### src/rtl/muldiv_seq_pkg.sv
`default_nettype none
// ----------------------------------------------------------------------------
// md_pkg : RV32M funct3 encodings, datapath width and sequencer state type
// Revision: 1.0
// ----------------------------------------------------------------------------
package md_pkg;

  localparam int XLEN = 32;

  localparam logic [2:0] F3_MUL    = 3'b000;
  localparam logic [2:0] F3_MULH   = 3'b001;
  localparam logic [2:0] F3_MULHSU = 3'b010;
  localparam logic [2:0] F3_MULHU  = 3'b011;
  localparam logic [2:0] F3_DIV    = 3'b100;
  localparam logic [2:0] F3_DIVU   = 3'b101;
  localparam logic [2:0] F3_REM    = 3'b110;
  localparam logic [2:0] F3_REMU   = 3'b111;

  typedef enum logic [2:0] {
    ST_IDLE = 3'd0,
    ST_MUL  = 3'd1,
    ST_DIV  = 3'd2,
    ST_FIX  = 3'd3,
    ST_DONE = 3'd4
  } md_state_t;

endpackage
`default_nettype wire

### src/rtl/muldiv_seq_div_step.sv
`default_nettype none
// ----------------------------------------------------------------------------
// div_step : one combinational restoring-division iteration on {rem,quot}
// Revision: 1.0
// ----------------------------------------------------------------------------
module div_step #(
  parameter int W = md_pkg::XLEN
) (
  input  logic [W-1:0] rem,
  input  logic [W-1:0] quot,
  input  logic [W-1:0] divisor,
  output logic [W-1:0] rem_next,
  output logic [W-1:0] quot_next
);

  logic [W:0] shifted;
  logic [W:0] trial;

  // rem < divisor on entry, so a W+1 bit difference carries the borrow in its MSB.
  always_comb begin
    shifted = {rem, quot[W-1]};
    trial   = shifted - {1'b0, divisor};
    if (trial[W]) begin
      rem_next  = shifted[W-1:0];
      quot_next = {quot[W-2:0], 1'b0};
    end else begin
      rem_next  = trial[W-1:0];
      quot_next = {quot[W-2:0], 1'b1};
    end
  end

endmodule
`default_nettype wire

### src/rtl/muldiv_seq.sv
`default_nettype none
// ----------------------------------------------------------------------------
// muldiv_seq : EX-stage RV32M sequencer (registered multiply, 32-step divide)
// Revision: 1.0
// ----------------------------------------------------------------------------
module muldiv_seq #(
  parameter int XLEN         = md_pkg::XLEN,
  parameter bit DIV_SHORTCUT = 1'b1
) (
  input  logic            clk,
  input  logic            reset_n,
  input  logic            StartE,
  input  logic [2:0]      Funct3E,
  input  logic [XLEN-1:0] SrcAE,
  input  logic [XLEN-1:0] SrcBE,
  input  logic            FlushE,
  output logic            StallMD,
  output logic            MDDoneE,
  output logic [XLEN-1:0] MDResultE
);

  import md_pkg::*;

  localparam int CW = $clog2(XLEN);

  md_state_t       state_q, state_d;
  logic [2:0]      funct3_q, funct3_d;
  logic [XLEN-1:0] a_q, a_d;
  logic [XLEN-1:0] b_q, b_d;
  logic [XLEN-1:0] divisor_q, divisor_d;
  logic [XLEN-1:0] rem_q, rem_d;
  logic [XLEN-1:0] quot_q, quot_d;
  logic [XLEN-1:0] result_q, result_d;
  logic [CW-1:0]   cnt_q, cnt_d;

  logic            in_signed_div;
  logic [XLEN-1:0] a_mag;
  logic [XLEN-1:0] b_mag;
  logic            in_overflow;

  logic            a_sx;
  logic            b_sx;
  logic [2*XLEN-1:0] a_ext;
  logic [2*XLEN-1:0] b_ext;
  logic [2*XLEN-1:0] prod;

  logic            q_neg;
  logic            r_neg;
  logic [XLEN-1:0] quot_fix;
  logic [XLEN-1:0] rem_fix;

  logic [XLEN-1:0] step_rem;
  logic [XLEN-1:0] step_quot;

  div_step #(.W(XLEN)) u_div_step (
    .rem       (rem_q),
    .quot      (quot_q),
    .divisor   (divisor_q),
    .rem_next  (step_rem),
    .quot_next (step_quot)
  );

  // Operand preparation for a new divide, taken straight from the EX inputs.
  always_comb begin
    in_signed_div = (Funct3E == F3_DIV) || (Funct3E == F3_REM);
    a_mag         = (in_signed_div && SrcAE[XLEN-1]) ? (-SrcAE) : SrcAE;
    b_mag         = (in_signed_div && SrcBE[XLEN-1]) ? (-SrcBE) : SrcBE;
    in_overflow   = in_signed_div &&
                    (SrcAE == {1'b1, {(XLEN-1){1'b0}}}) && (SrcBE == '1);
  end

  // Extending both operands to 2*XLEN makes the low 2*XLEN product bits exact.
  always_comb begin
    a_sx  = ((funct3_q == F3_MULH) || (funct3_q == F3_MULHSU)) && a_q[XLEN-1];
    b_sx  = (funct3_q == F3_MULH) && b_q[XLEN-1];
    a_ext = {{XLEN{a_sx}}, a_q};
    b_ext = {{XLEN{b_sx}}, b_q};
    prod  = a_ext * b_ext;
  end

  always_comb begin
    q_neg    = ~funct3_q[0] & (a_q[XLEN-1] ^ b_q[XLEN-1]);
    r_neg    = ~funct3_q[0] & a_q[XLEN-1];
    quot_fix = q_neg ? (-quot_q) : quot_q;
    rem_fix  = r_neg ? (-rem_q) : rem_q;
  end

  always_comb begin
    state_d   = state_q;
    funct3_d  = funct3_q;
    a_d       = a_q;
    b_d       = b_q;
    divisor_d = divisor_q;
    rem_d     = rem_q;
    quot_d    = quot_q;
    result_d  = result_q;
    cnt_d     = cnt_q;

    if (FlushE) begin
      state_d = ST_IDLE;
    end else begin
      unique case (state_q)
        ST_IDLE: begin
          if (StartE) begin
            funct3_d  = Funct3E;
            a_d       = SrcAE;
            b_d       = SrcBE;
            divisor_d = b_mag;
            rem_d     = '0;
            quot_d    = a_mag;
            cnt_d     = CW'(XLEN - 1);
            if (!Funct3E[2]) begin
              state_d = ST_MUL;
            end else if (DIV_SHORTCUT && (SrcBE == '0)) begin
              result_d = Funct3E[1] ? SrcAE : '1;
              state_d  = ST_DONE;
            end else if (DIV_SHORTCUT && in_overflow) begin
              result_d = Funct3E[1] ? '0 : SrcAE;
              state_d  = ST_DONE;
            end else begin
              state_d = ST_DIV;
            end
          end
        end
        ST_MUL: begin
          result_d = (funct3_q == F3_MUL) ? prod[XLEN-1:0] : prod[2*XLEN-1:XLEN];
          state_d  = ST_DONE;
        end
        ST_DIV: begin
          rem_d  = step_rem;
          quot_d = step_quot;
          cnt_d  = cnt_q - CW'(1);
          if (cnt_q == '0) begin
            state_d = ST_FIX;
          end
        end
        ST_FIX: begin
          result_d = funct3_q[1] ? rem_fix : quot_fix;
          state_d  = ST_DONE;
        end
        ST_DONE: begin
          // StartE is still high for the retiring op; never re-accept here.
          state_d = ST_IDLE;
        end
        default: begin
          state_d = ST_IDLE;
        end
      endcase
    end
  end

  always_ff @(posedge clk) begin
    if (!reset_n) begin
      state_q   <= ST_IDLE;
      funct3_q  <= '0;
      a_q       <= '0;
      b_q       <= '0;
      divisor_q <= '0;
      rem_q     <= '0;
      quot_q    <= '0;
      result_q  <= '0;
      cnt_q     <= '0;
    end else begin
      state_q   <= state_d;
      funct3_q  <= funct3_d;
      a_q       <= a_d;
      b_q       <= b_d;
      divisor_q <= divisor_d;
      rem_q     <= rem_d;
      quot_q    <= quot_d;
      result_q  <= result_d;
      cnt_q     <= cnt_d;
    end
  end

  assign StallMD   = ~FlushE & (((state_q == ST_IDLE) & StartE) |
                                (state_q == ST_MUL) | (state_q == ST_DIV) |
                                (state_q == ST_FIX));
  assign MDDoneE   = (state_q == ST_DONE);
  assign MDResultE = result_q;

endmodule
`default_nettype wire
### config.mk
export PLATFORM = sky130hd
export DESIGN_NAME = muldiv_seq
export DESIGN_NICKNAME = d
export VERILOG_FILES = /design/src/rtl/muldiv_seq_pkg.sv /design/src/rtl/muldiv_seq_div_step.sv /design/src/rtl/muldiv_seq.sv
export SDC_FILE = /design/constraint.sdc
export NUM_CORES = 2
export LEC_CHECK = 0
export ABC_AREA = 0
export ABC_CLOCK_PERIOD_IN_PS = 10000
export BUFFER_PORTS_ARGS = -buffer_cell sky130_fd_sc_hd__clkbuf_2
export CAP_MARGIN = 10
export CORE_MARGIN = 1.5
export CORE_UTILIZATION = 35
export DETAILED_ROUTE_END_ITERATION = 16
export GPL_TIMING_DRIVEN = 0
export PLACE_DENSITY = 0.59
export SLEW_MARGIN = 10
export SYNTH_ARGS = -nofsm -noshare
export SYNTH_HDL_FRONTEND = slang
export SYNTH_SLANG_ARGS = --single-unit
### constraint.sdc
create_clock -name clk -period 10 [get_ports clk]
set_input_delay 2 -clock clk [delete_from_list [all_inputs] [get_ports clk]]
set_output_delay 2 -clock clk [all_outputs]
set_load 0.01 [all_outputs]
# After elaboration in Yosys (flattened, before gate mapping)

Index checks and enable logic that the tools add are counted.

Add/subtract/negate cells: 6
$mul: 1
Equal/unequal tests: 14
Multiplexer cells: 27
Bitwise operators: 11
Reduce and logical (&&, ||, !) cells: 20

Operators by type and width:

| operator                                                               | number |
|---|---|
| 32-bit two-way mux                                                     | 15 |
| 32-bit negation                                                        | 4 |
| 32-bit case mux with 2 select lines                                    | 2 |
| 32-bit case mux with 3 select lines                                    | 1 |
| 32-bit equality test (second input constant)                           | 2 |
| 33-bit by 33-bit multiplier with 64-bit output                         | 1 |
| 33-bit by 32-bit subtractor with 33-bit output                         | 1 |
| 32-bit logical NOT                                                     | 1 |
| 3-bit two-way mux                                                      | 5 |
| 5-bit case mux with 2 select lines                                     | 1 |
| 3-bit by 2-bit equality test with 1-bit output (second input constant) | 3 |
| 3-bit equality test (second input constant)                            | 3 |
| 3-bit case mux with 3 select lines                                     | 1 |
| 3-bit by 1-bit equality test with 1-bit output (second input constant) | 2 |
| 1-bit logical AND                                                      | 6 |
| 3-bit logical NOT                                                      | 2 |
| 2-bit != test (second input constant)                                  | 3 |
| 3-bit AND reduction                                                    | 2 |
| 5-bit logical NOT                                                      | 1 |
| 5-bit two-way mux                                                      | 1 |
| 5-bit AND reduction                                                    | 1 |
| 5-bit by 1-bit subtractor with 5-bit output (second input constant)    | 1 |
| 1-bit AND                                                              | 4 |
| 2-bit OR reduction                                                     | 2 |
| 9 further kinds                                                        | 14 |

Register bits after elaboration: 203
Output and inout port bits: 34

# Depth between registers and ports, before layout

Word-level depth: 9
Gate-level depth with buffers: 34
Mapped depth without buffers: 30

# Hierarchy

A second synthesis with hierarchy kept.

Cell total of the unflattened synthesis: 6206
Area, all modules: 52515.4 um^2

By module, submodules not included:

| module     | instances | cells each | area each (um^2) |
|---|---|---|---|
| muldiv_seq | 1         | 5870       | 49924.1 |
| div_step   | 1         | 336        | 2591.2 |

# Worst setup path after synthesis

OpenSTA, ideal clock, no wires.

Path kind: register -> register
Start point: register funct3_q[0]
End point: register result_q[29], in the netlist MDResultE[29]
Arrival time: 8.911 ns
Slack: 0.972 ns
Stages on the path, launching flop included: 32
Clock period less this slack: 9.028 ns
Path through: dfxtp_1 -> clkbuf_1 -> xnor2_1 -> nor3b_1 -> clkbuf_1 -> nand2_1 -> fa_1 -> fa_1 -> inv_1 -> fa_1 -> inv_1 -> fa_1 -> inv_1 -> fa_1 -> fa_1 -> fa_1 -> inv_1 -> fa_1 -> inv_1 -> ha_1 -> and3_1 -> clkbuf_1 -> a221o_1 -> a21o_1 -> a21o_1 -> a21o_1 -> or4_1 -> a31oi_1 -> o31ai_1 -> mux2_1 -> a21oi_1 -> nor2_1

Word-level cells in the longest chain between the ends: 6

RTL lines:

| element                                                                                                                 | line                               | source |
|---|---|---|
| start: declaration                                                                                                      | muldiv_seq.sv:27                   | `logic [2:0] funct3_q, funct3_d;` |
| start signal: assignment                                                                                                | muldiv_seq.sv:165                  | `funct3_q <= funct3_d;` |
| 3-bit by 1-bit equality test with 1-bit output / 3-bit by 2-bit equality test with 1-bit output (equally long branches) | muldiv_seq.sv:74, muldiv_seq.sv:75 |  |
| 1-bit logical OR                                                                                                        | muldiv_seq.sv:74                   | `a_sx = ((funct3_q == F3_MULH) \|\| (funct3_q == F3_MULHSU)) && a_q[XLEN-1];` |
| 1-bit logical AND                                                                                                       | muldiv_seq.sv:74                   |  |
| 33-bit by 33-bit multiplier with 64-bit output                                                                          | muldiv_seq.sv:78                   | `prod = a_ext * b_ext;` |
| 32-bit two-way mux                                                                                                      | muldiv_seq.sv:126                  | `result_d = (funct3_q == F3_MUL) ? prod[XLEN-1:0] : prod[2*XLEN-1:XLEN];` |
| 32-bit case mux with 3 select lines (*)                                                                                 | muldiv_seq.sv:102                  | `unique case (state_q)` |
| end signal: assignment                                                                                                  | muldiv_seq.sv:171                  | `result_q <= result_d;` |
| end: declaration                                                                                                        | muldiv_seq.sv:33                   | `logic [XLEN-1:0] result_q, result_d;` |

Every way passes the cells marked *; elsewhere a longest branch is shown, timed or not.
A chain may end at the register's enable or synchronous reset.

# Worst setup path after layout

Start point: register a_q[11]
End point: register result_q[20], in the netlist MDResultE[20]

Word-level cells in the longest chain between the ends: 3

RTL lines:

| element                                        | line              | source |
|---|---|---|
| start: declaration                             | muldiv_seq.sv:28  | `logic [XLEN-1:0] a_q, a_d;` |
| start signal: assignment                       | muldiv_seq.sv:156 | `a_q <= '0;` |
| start signal: assignment                       | muldiv_seq.sv:166 | `a_q <= a_d;` |
| 33-bit by 33-bit multiplier with 64-bit output | muldiv_seq.sv:78  |  |
| 32-bit two-way mux                             | muldiv_seq.sv:126 |  |
| 32-bit case mux with 3 select lines            | muldiv_seq.sv:102 |  |

Every way passes these cells.

==> run summary <==
SYNTH
--------------------------------------------------------------------------------------------------------
Commonest register cell after synthesis                                                     sky130_fd_sc_hd__dfxtp_1
Post-synthesis share of cell area spent on full adders, half adders and majority gates             0.507
Portion of synthesized cell area occupied by the leading cell type                                 0.441
Top cell type by total area after synthesis                                                 sky130_fd_sc_hd__fa_1
Post-synthesis sequential area ratio                                                              0.0791
Number of synthesized flops with an enable pin                                                         0
Area fraction in and, or, nand and nor cells after synthesis                                       0.163
Avg Inst Size Synth                                                                             8.47 um2
Synth top area cells                                                                        sky130_fd_sc_hd__fa_1 44%, sky130_fd_sc_hd__inv_1 9.1%, sky130_fd_sc_hd__dfxtp_1 7.9%, sky130_fd_sc_hd__nand2_1 7.7%, sky130_fd_sc_hd__ha_1 6.2%
Number of distinct library cells after synthesis                                                      75
Async SR Flop Fraction                                                                                 0
Cell area after synthesis                                                                     51,100 um2
Compound-cell area share of the yosys netlist                                                     0.0903
Synthesized netlist net count                                                                      7,484
Synthesis warning total                                                                                0
Dominant combinational cell family by area after synthesis                                   adder cells
Share of the synthesized netlist area taken by xor and xnor gates                                 0.0362
Gate Count Post-Synth                                                                              6,035
Mux cell area share after synthesis                                                              0.00570
Synthesis-stage register bit count                                                                   202

OUTCOME
--------------------------------------------------------------------------------------------------------
Status                                                                                      complete, no violations

GLOBAL ROUTE
--------------------------------------------------------------------------------------------------------
Antenna violations before repair                                                                      11
Total GRT Usage                                                                                    0.272
Wire length of the first global-routing pass                                                  295,000 um
Largest net degree at the start of global routing                                                     25
Vias in the first global route                                                                    43,985
Total congestion overflow                                                                              0

TIMING
--------------------------------------------------------------------------------------------------------
Max-slew violation count                                                                               0
RSZ-0062 raised after global routing                                                                 yes
Total of endpoints with negative setup slack in the final report                                       0
Relative slew margins                                                                              0.177
Min Clock Period, post-route                                                                     9.96 ns
Worst-case clock skew                                                                          0.0158 ns
Achievable Freq                                                                                0.100 GHz
Tcrit/Tclk final                                                                                   0.996
Final-layout worst hold slack                                                                   0.486 ns
Final total negative setup slack                                                                    0 ns
Worst setup margin                                                                             0.0450 ns
Count of endpoints failing hold in the final timing report                                             0
Worst Max-Slew Pin Slew                                                                          1.24 ns

PLACED DESIGN
--------------------------------------------------------------------------------------------------------
Post-DP HPWL                                                                                  169,000 um
Worst slack, placed                                                                             -1.33 ns
Placed cell count                                                                                  8,048
Buffers on Ports                                                                                      95
Routability-driven placement congestion ratio                                                       1.02

FLOORPLANNING
--------------------------------------------------------------------------------------------------------
Die Span X                                                                                        385 um
I/O pin cnt                                                                                          105
Floorplan core area                                                                          145,000 um2
Die height                                                                                        385 um
Die ar.                                                                                      148,000 um2
Initial core utilization                                                                           0.352
# rows                                                                                               140

WORST SETUP PATH
--------------------------------------------------------------------------------------------------------
Required time reported for the critical path endpoint                                           10.40 ns
Reg-to-reg slack, setup                                                                          0.04 ns
Sort of element at the start of the critical path                                               register
RR Endpoint                                                                                 MDResultE[20]
Launching point of the worst reg2reg path                                                        a_q[11]
Critical path class                                                                           reg -> reg
FF-to-FF path depth                                                                                   26
Maximum net fanout on the critical path                                                               10
Element type at the critical path end                                                           register
Data arrival time at the worst-slack endpoint                                                   10.35 ns

CLOCKING
--------------------------------------------------------------------------------------------------------
Hold-fix buffers, CTS                                                                                  0
Post-CTS clock slew at the launch and capture registers of the worst setup and hold paths        0.06 ns
Worst skew pair latency                                                                          0.55 ns
TritonCTS clock tree                                                                               built
Maximum root-to-sink buffer count                                                                      3
Total clock buffers created by CTS                                                                    24
Total clock sinks                                                                                    202
Clock root buffer                                                                           sky130_fd_sc_hd__clkbuf_16
Number of H-tree levels                                                                                1

ROUTE
--------------------------------------------------------------------------------------------------------
Number of antenna-violating nets in the routed design                                                  0
First-iteration detailed-routing DRC count                                                         3,690
DRC violation count after routing                                                                      0
Number of vias per cell after detailed routing                                                      5.22
Detailed-route via count                                                                          42,285
Post-detailed-route wirelength per cell                                                          24.4 um
Total wire length                                                                             198,000 um
Detailed Routing Iterations Pass 1                                                                     6

POWER AND IR DROP
--------------------------------------------------------------------------------------------------------
Leakage power                                                                                    24.7 nW
Max rail drop VDD                                                                               0.119 mV
Power density over the cells                                                                 57.0 nW/um2

LAYOUT
--------------------------------------------------------------------------------------------------------
Area added between synthesis and finish                                                            7.58%
Layout Cells excl Fill                                                                             8,093
Fillers                                                                                           14,954
Share of final-layout standard cells stronger than drive strength 1                               0.0446
Final Net Count                                                                                    7,596

WORST HOLD PATH
--------------------------------------------------------------------------------------------------------
Worst hold path endpoint                                                                    divisor_q[7]
Hold WC Path Type                                                                             reg -> reg
Cells on Worst Hold Path                                                                               2
Startpoint of the lowest-slack hold path                                                    divisor_q[7]

RUN
--------------------------------------------------------------------------------------------------------
Number of max-cap violations                                                                           0

## routing by layer
metal	share of wire	global-route usage
met4	0.053	0.117
met5	0.00014	0
met3	0.097	0.0604
met1	0.41	0.369
met2	0.44	0.416
## area by class of cell
class / count / area, um2 / area share
antenna: 12 / 30.0 / 0.000546
clock buffer: 36 / 707 / 0.0129
inverter: 1236 / 4650 / 0.0845
sequential: 202 / 4070 / 0.0740
timing repair buffer: 104 / 543 / 0.00988
clock inverter: 7 / 87.6 / 0.00159
multi-input combinational: 4226 / 41000 / 0.747
buffer: 353 / 1450 / 0.0264
tap: 1917 / 2400 / 0.0436
## cell families after synthesis
group / count (synthesis)
buffers and inverters: 1607
multiplexers: 29
XOR/XNOR: 211
adder cells (fa/ha/maj): 1401
AND/OR/NAND/NOR: 1848
flip-flops: 202
AO/OA/AOI/OAI: 737
## flip-flops by register name, indices dropped and copies added, names as in the netlist
name,flops
MDResultE,32
a_q,32
b_q,32
cnt_q,5
divisor_q,31
funct3_q,3
quot_q,32
rem_q,32
state_q,3
## cells in the mapped netlist, drive strengths merged, types with 24 or more instances
master / count
a211oi: 88
a21o: 48
a21oi: 263
a31oi: 28
and2: 320
clkbuf: 351
dfxtp: 202
fa: 1126
ha: 252
inv: 1236
mux2i: 28
nand2: 1042
nand2b: 24
nand3: 33
nor2: 263
nor3: 42
o21ai: 139
xnor2: 131
xor2: 80
## stage by stage
stage	power (W)	util	cell area, um2
3_5_place_dp	0.00219	0.372	54000
2_1_floorplan	0.00165	-	51100
4_1_cts	0.00311	0.378	54800
6_report	0.00313	0.379	55000
3_3_place_gp	0.00219	0.372	54000
5_1_grt	0.00327	0.378	55000
## critical path: stages, from the launching register on
cell	delay (ns)
sky130_fd_sc_hd__dfxtp_1	0.85
sky130_fd_sc_hd__clkbuf_2	0.48
sky130_fd_sc_hd__nand2_1	0.13
sky130_fd_sc_hd__fa_1	0.51
sky130_fd_sc_hd__inv_1	0.06
sky130_fd_sc_hd__fa_1	0.50
sky130_fd_sc_hd__fa_1	0.57
sky130_fd_sc_hd__inv_1	0.05
sky130_fd_sc_hd__fa_1	0.49
sky130_fd_sc_hd__fa_1	0.54
sky130_fd_sc_hd__inv_1	0.05
sky130_fd_sc_hd__fa_1	0.47
sky130_fd_sc_hd__inv_1	0.09
sky130_fd_sc_hd__fa_1	0.49
sky130_fd_sc_hd__inv_1	0.05
sky130_fd_sc_hd__fa_1	0.59
sky130_fd_sc_hd__ha_1	0.44
sky130_fd_sc_hd__nand2_1	0.15
sky130_fd_sc_hd__nor3_1	0.53
sky130_fd_sc_hd__nand3_1	0.24
sky130_fd_sc_hd__o41ai_2	0.68
sky130_fd_sc_hd__o2111ai_1	0.32
sky130_fd_sc_hd__a211oi_2	0.47
sky130_fd_sc_hd__a31oi_1	0.16
sky130_fd_sc_hd__xnor2_1	0.17
sky130_fd_sc_hd__a221oi_1	0.55
sky130_fd_sc_hd__a21oi_1	0.14
## cell usage in the layout (no fill, tap or decap), types with 17 or more instances in the layout
cell type                   count
sky130_fd_sc_hd__inv_1       1233
sky130_fd_sc_hd__fa_1        1122
sky130_fd_sc_hd__nand2_1     1042
sky130_fd_sc_hd__and2_1       320
sky130_fd_sc_hd__clkbuf_1     271
sky130_fd_sc_hd__nor2_1       263
sky130_fd_sc_hd__a21oi_1      263
sky130_fd_sc_hd__ha_1         252
sky130_fd_sc_hd__dfxtp_1      184
sky130_fd_sc_hd__clkbuf_2     161
sky130_fd_sc_hd__o21ai_0      136
sky130_fd_sc_hd__xnor2_1      130
sky130_fd_sc_hd__a211oi_1      87
sky130_fd_sc_hd__xor2_1        80
sky130_fd_sc_hd__a21o_1        48
sky130_fd_sc_hd__nor3_1        42
sky130_fd_sc_hd__nand3_1       33
sky130_fd_sc_hd__a31oi_1       28
sky130_fd_sc_hd__mux2i_1       28
sky130_fd_sc_hd__clkbuf_16     25
sky130_fd_sc_hd__nand2b_1      24
sky130_fd_sc_hd__maj3_1        23
sky130_fd_sc_hd__o31ai_1       22
sky130_fd_sc_hd__o21a_1        20
sky130_fd_sc_hd__nor4_1        18
sky130_fd_sc_hd__a221oi_1      18
sky130_fd_sc_hd__dfxtp_2       18
sky130_fd_sc_hd__o211ai_1      17
## worst max-delay path by stage
| stage | start | end | slack, ns | cells past startpoint |
|---|---|---|---|---|
| after CTS | a_q[25] | MDResultE[20] | 0.001 | 27 |
| after global placement | funct3_q[0] | MDResultE[25] | -1.51 | 31 |
| after global routing | funct3_q[0] | MDResultE[25] | 0.003 | 31 |
| after floorplan | funct3_q[0] | MDResultE[29] | 0.97 | 31 |
| final | a_q[11] | MDResultE[20] | 0.04 | 26 |
| after detailed placement | funct3_q[0] | MDResultE[25] | -1.33 | 31 |
## power by group
part | total [W] | switching, W | internal (W)
sequential | 0.000933 | 0.0000900 | 0.000843
clock | 0.000904 | 0.000366 | 0.000538
combinational | 0.00130 | 0.000896 | 0.000400
total | 0.00313 | 0.00135 | 0.00178
## timing repair
action	in CTS	in global routing
pin swaps	0	2
buffers inserted	1	7
endpoints found under the setup margin	22	17
gates resized for setup	35	118
Power figures use the tool's default switching activity.
